**src/rtl/vl_onehot_monitor.sv**
```systemverilog
// vl_onehot_monitor: two-stage popcount checker for WIDTH-bit vectors.
// Each accepted sample passes when its hot count lies in [MIN_HOT, MAX_HOT].
// A sticky fail flag and a saturating fail counter track fails.
// Optional macro VL_ONEHOT_MONITOR_CAPTURE_EN adds capture of the first failing vector.
module vl_onehot_monitor #(
    parameter  int WIDTH   = 8,
    parameter  int MIN_HOT = 1,
    parameter  int MAX_HOT = 1,
    parameter  int CNT_W   = 16,
    localparam int CW      = $clog2(WIDTH + 1)
) (
    input  logic             clk,
    input  logic             reset_n,
    input  logic             in_valid,
    input  logic [WIDTH-1:0] in,
    input  logic             clear,
    output logic             out_valid,
    output logic             out,
    output logic [CW-1:0]    count,
    output logic             fail_sticky,
    output logic [CNT_W-1:0] fail_cnt
`ifdef VL_ONEHOT_MONITOR_CAPTURE_EN
    ,
    output logic [WIDTH-1:0] first_fail_vec,
    output logic             first_fail_vld
`endif
);

    localparam int STAGES = 2;

    generate
        if (WIDTH < 1 || WIDTH > 64) begin : g_width_err
            $error("vl_onehot_monitor: WIDTH must be in 1..64");
        end
        if (MIN_HOT > MAX_HOT || MAX_HOT > WIDTH) begin : g_window_err
            $error("vl_onehot_monitor: need MIN_HOT <= MAX_HOT <= WIDTH");
        end
    endgenerate

    logic [STAGES:1] vld_pipe;
    logic [CW-1:0]   pop;
    logic [CW-1:0]   s1_count;
    logic            lo_ok;
    logic            hi_ok;
    logic            pass;
    logic            fail_evt;

    assign out_valid = vld_pipe[STAGES];

    // Population count of the incoming vector.
    always_comb begin
        pop = '0;
        for (int i = 0; i < WIDTH; i++) pop = pop + CW'(in[i]);
    end

    // A zero lower bound is always met; skip the compare so it is not a constant-true expression.
    generate
        if (MIN_HOT == 0) begin : g_lo_free
            assign lo_ok = 1'b1;
        end else begin : g_lo_cmp
            assign lo_ok = (s1_count >= CW'(MIN_HOT));
        end
    endgenerate

    assign hi_ok    = (s1_count <= CW'(MAX_HOT));
    assign pass     = lo_ok && hi_ok;
    assign fail_evt = vld_pipe[1] && !pass;

    // Valid shift register and stage-1 count; the count holds across idle cycles.
    always_ff @(posedge clk or negedge reset_n) begin
        if (!reset_n) begin
            vld_pipe <= '0;
            s1_count <= '0;
        end else begin
            vld_pipe <= {vld_pipe[STAGES-1:1], in_valid};
            if (in_valid) s1_count <= pop;
        end
    end

    // Stage-2 result; out and count hold while no sample arrives.
    always_ff @(posedge clk or negedge reset_n) begin
        if (!reset_n) begin
            out   <= 1'b0;
            count <= '0;
        end else if (vld_pipe[1]) begin
            out   <= pass;
            count <= s1_count;
        end
    end

    // Sticky flag and saturating counter; a fail landing with clear is counted after the clear.
    always_ff @(posedge clk or negedge reset_n) begin
        if (!reset_n) begin
            fail_sticky <= 1'b0;
            fail_cnt    <= '0;
        end else if (clear) begin
            fail_sticky <= fail_evt;
            fail_cnt    <= fail_evt ? CNT_W'(1) : '0;
        end else if (fail_evt) begin
            fail_sticky <= 1'b1;
            if (fail_cnt != {CNT_W{1'b1}}) fail_cnt <= fail_cnt + CNT_W'(1);
        end
    end

`ifdef VL_ONEHOT_MONITOR_CAPTURE_EN
    logic [WIDTH-1:0] s1_vec;

    // Raw vector rides alongside s1_count so the failing sample can be captured.
    always_ff @(posedge clk or negedge reset_n) begin
        if (!reset_n) begin
            s1_vec <= '0;
        end else if (in_valid) begin
            s1_vec <= in;
        end
    end

    // Latch only the first fail since reset or clear.
    always_ff @(posedge clk or negedge reset_n) begin
        if (!reset_n) begin
            first_fail_vec <= '0;
            first_fail_vld <= 1'b0;
        end else if (clear) begin
            first_fail_vec <= fail_evt ? s1_vec : '0;
            first_fail_vld <= fail_evt;
        end else if (fail_evt && !first_fail_vld) begin
            first_fail_vec <= s1_vec;
            first_fail_vld <= 1'b1;
        end
    end
`endif

endmodule
```
**config.mk**
```make
export PLATFORM = sky130hd
export DESIGN_NAME = vl_onehot_monitor
export DESIGN_NICKNAME = d
export VERILOG_FILES = /design/src/rtl/vl_onehot_monitor.sv
export SDC_FILE = /design/constraint.sdc
export NUM_CORES = 1
export LEC_CHECK = 0
export CORE_ASPECT_RATIO = 0.75
export CORE_MARGIN = 10
export CORE_UTILIZATION = 45
export CTS_CLUSTER_DIAMETER = 60
export DETAILED_ROUTE_END_ITERATION = 10
export PLACE_DENSITY = 0.73
export SLEW_MARGIN = 20
export SYNTH_ARGS = -nofsm -noshare
export SYNTH_HDL_FRONTEND = slang
export SYNTH_SLANG_ARGS = --single-unit
```
**constraint.sdc**
```tcl
create_clock -name clk -period 2.6 [get_ports clk]
set_input_delay 0.52 -clock clk [delete_from_list [all_inputs] [get_ports clk]]
set_output_delay 0.52 -clock clk [all_outputs]
set_load 0.005 [all_outputs]
```
==> impl_metrics.ini <==
[pwr]
power.density_mw_per_mm2 = 606
ir_worst_vdd_uv = 475
p_leak_uw = 0.000824

[global_route]
grt_first_pass_wirelength_um = 6310
grt_overflow_total = 0
groute.usage.overall = 0.124
grt_pass1_vias = 1227
antenna_found_initial = 0
grt_max_degree = 29

[detailed_routing]
dr_wl_met2_um = 1690
totalWireLength_um = 3600
dr.max_layer_used = met4
detail-route-antenna-nets = 0
wl_per_cell_um = 16.6
drt_first_iter_violations = 122
vias_post_dr = 1201
routed_via_density = 5.53
detailed_route_wirelength_on_metal3_um = 250
drt_drc_violations_left = 0
met1Wirelength_um = 1630
number_of_iterations_in_the_first_detailed_routing_pass = 5

[clock_network]
cts-buffers-inserted = 3
clkSinkCount = 28
worst_skew_pair.late_latency_ns = 0.28
clk_path_buf_depth = 2
clk_pin_slew_ns = 0.10
cts_htree_levels = 1
cts_tree = yes
cts_root_buffer = clkbuf_8
hold_fix_buffer_count_after_cts = 0

[timing]
setup_total_negative_slack_ns = -0.615
finalClockSkew_ns = 0.00764
grt_setup_unrepaired = true
finalMaxSlewViolations = 0
setup_violations = 2
final.setup.worst_slack_ns = -0.377
final_cycle_share = 1.14
final_hold_violating_endpoints = 0
timing.max_slew.rel_slack = 0.529
maximum_operating_frequency_ghz = 0.336
period_minus_slack_ns = 2.98
timing.hold.ws_ns = 0.484
worstMarginPinSlew_ns = 0.704

[logic_synthesis]
syn_inst = 140
synth.yosys.warnings = 0
postSynthNetCount = 160
post_synth_instance_area_mm2 = 0.00150
postSynth.asyncResetShare = 1.00
post_synth.cell_area_avg_um2 = 10.7
register_area_share_after_synthesis = 0.466
post_synthesis_cell_type_count = 38
synth-edff-count = 0
yosys_register_bits = 28
postSynth.topFlopCell = dfrtp_1

[finish]
stdcell_count = 217
final_layout_size_suffix_gt1_frac = 0.141
utilization = 0.603
syn2layout_area_growth_pct = 30.0
diodes = 0
fin_nets = 198
finish.instance_area_mm2 = 0.00196

[setup_path]
critical_path.top_delay_family = adder cells
slowest_stage = fa_1
crit_path_frequent_cell = fa_1
critical_path_cell_sequence = buf_6, fa_1, inv_2, fa_1, fa_1, inv_1, ha_2, inv_2, fa_2, xnor2_1, mux2_4
worstPathRequired_ns = 2.76
setup.worst_path.end_class = flop
critical_path.n_buffers_inverters = 4
timing_worst_setup_path_type = in2reg
startpoint_type = primary input
critPathMaxStageDelay_ns = 0.54
critical_path.max_fanout = 2
worst-endpoint-arrival_ns = 3.14

[hold_path]
timing.hold.worst.class = reg2reg

[flow_run]
max_cap_viol_count = 0

[floorplan]
num_io_pins = 35
die_area_mm2 = 0.00608
floorplan.core_area_mm2 = 0.00324
initial_core_util = 0.464
die_w_um = 86.8
std_cell_rows = 18
dieHeight_um = 70.1

[place]
place.gp.congestion = 0.862
dp_hpwl_um = 2720
post-place-cells = 213
port_buffers = 34
placed_area_mm2 = 0.00190

[run_status]
run_status = finished, violations left
failed_checks = negative setup slack
sequential cells by signal, indices dropped and copies added, names as in the netlist:
name and cells:
vld_pipe 2, out 1, s1_count 4, fail_cnt 16
fail_sticky 1, count 4
kinds of logic (layout without fill, tap and decap cells):
group | count (synthesis) | count (layout) | synth area share
AND/OR/NAND/NOR | 43 | 43 | 0.183
flip-flops | 28 | 28 | 0.466
AO/OA/AOI/OAI | 26 | 26 | 0.110
buffers and inverters | 19 | 56 | 0.0482
multiplexers | 9 | 9 | 0.0657
adder cells (fa/ha/maj) | 8 | 8 | 0.0865
XOR/XNOR | 7 | 7 | 0.0408
report_power, final:
group	internal (uW)	total, uW	switching [uW]
combinational	205	345	140
sequential	504	569	64.8
clock	136	271	135
total	845	1190	340
layout by cell type, fill, tap and decap left out, types with 2 or more instances in the layout:
cell             Yosys  routed
mux2i_1              2       2
inv_2                0       2
ha_1                 4       3
and3_1               2       2
nand2b_1             4       4
nand4_1              2       2
fa_1                 4       3
buf_4                0       3
nand2_1              4       4
inv_1               15      13
or4_1                2       2
o31ai_1              2       2
buf_2                1       2
o21a_1               2       2
nor2_1               7       7
nor2b_1              2       2
clkbuf_8             0       4
dfrtp_1             28      28
a31oi_1              6       6
a21oi_1              8       8
nand3_1              4       4
nor4_1               3       3
xnor2_1              7       7
nor3b_1              2       2
nor3_1               4       4
mux2_2               6       5
a311oi_1             2       2
clkdlybuf4s50_1      0      31
o21ai_0              2       2
synth_stat cells (2+ instances only):
library cell / n / share of area
xnor2_1: 7 / 0.041
inv_1: 15 / 0.037
o31ai_1: 2 / 0.010
nand2b_1: 4 / 0.017
nor3_1: 4 / 0.013
mux2i_1: 2 / 0.013
clkbuf_1: 3 / 0.0075
nand2_1: 4 / 0.010
and3_1: 2 / 0.0083
nor2b_1: 2 / 0.0083
a31oi_1: 6 / 0.025
mux2_2: 6 / 0.045
a21oi_1: 8 / 0.027
o21ai_0: 2 / 0.0067
nand3_1: 4 / 0.013
dfrtp_1: 28 / 0.47
or4_1: 2 / 0.010
fa_1: 4 / 0.053
o21a_1: 2 / 0.010
a311oi_1: 2 / 0.012
nor3b_1: 2 / 0.010
nor4_1: 3 / 0.012
nand4_1: 2 / 0.0083
ha_1: 4 / 0.033
nor2_1: 7 / 0.017
stage by stage:
stage,worst slack [ns],total power [uW]
after floorplan,-0.457,735
after global placement,-0.938,898
after detailed placement,-1.01,913
after CTS,-0.380,1190
after global routing,-0.442,1260
final,-0.377,1190
final timing paths:
check | end | depth (start not counted) | from | slack [ns]
setup / recovery | s1_count[2]$_DFFE_PN0P_ | 11 | in[0] | -0.38
hold / removal | out$_DFFE_PN0P_ | 1 | out$_DFFE_PN0P_ | 0.48
setup reg to reg | fail_cnt[6]$_DFFE_PN0P_ | 5 | fail_cnt[0]$_DFFE_PN0P_ | 0.67
hold reg to reg | out$_DFFE_PN0P_ | 1 | out$_DFFE_PN0P_ | 0.48
max in group asynchronous | fail_cnt[6]$_DFFE_PN0P_ | 2 | reset_n | 1.73
min in group asynchronous | fail_cnt[14]$_DFFE_PN0P_ | 2 | reset_n | 0.61
routing by layer:
layer  vias to the layer above  track usage
li1                        575            -
met1                       585        0.166
met2                        39        0.191
met3                         2       0.0324
met4                         0       0.0341
met5                         -            0
cell type report:
type | instances | area, um^2
fill | 264 | 1290
clock buffer | 4 | 55.1
multi-input combinational | 93 | 739
inverter | 15 | 56.3
tap | 40 | 50.0
timing repair buffer | 37 | 354
sequential | 28 | 701
timing repair:
action                                 CTS  global route
pin swaps                                5             2
setup buffers                            0             0
endpoints found under the hold margin    0             0
setup endpoints to repair                4             4
gates resized for setup                 17             0
No activity file was read; power rests on OpenSTA's default activity.
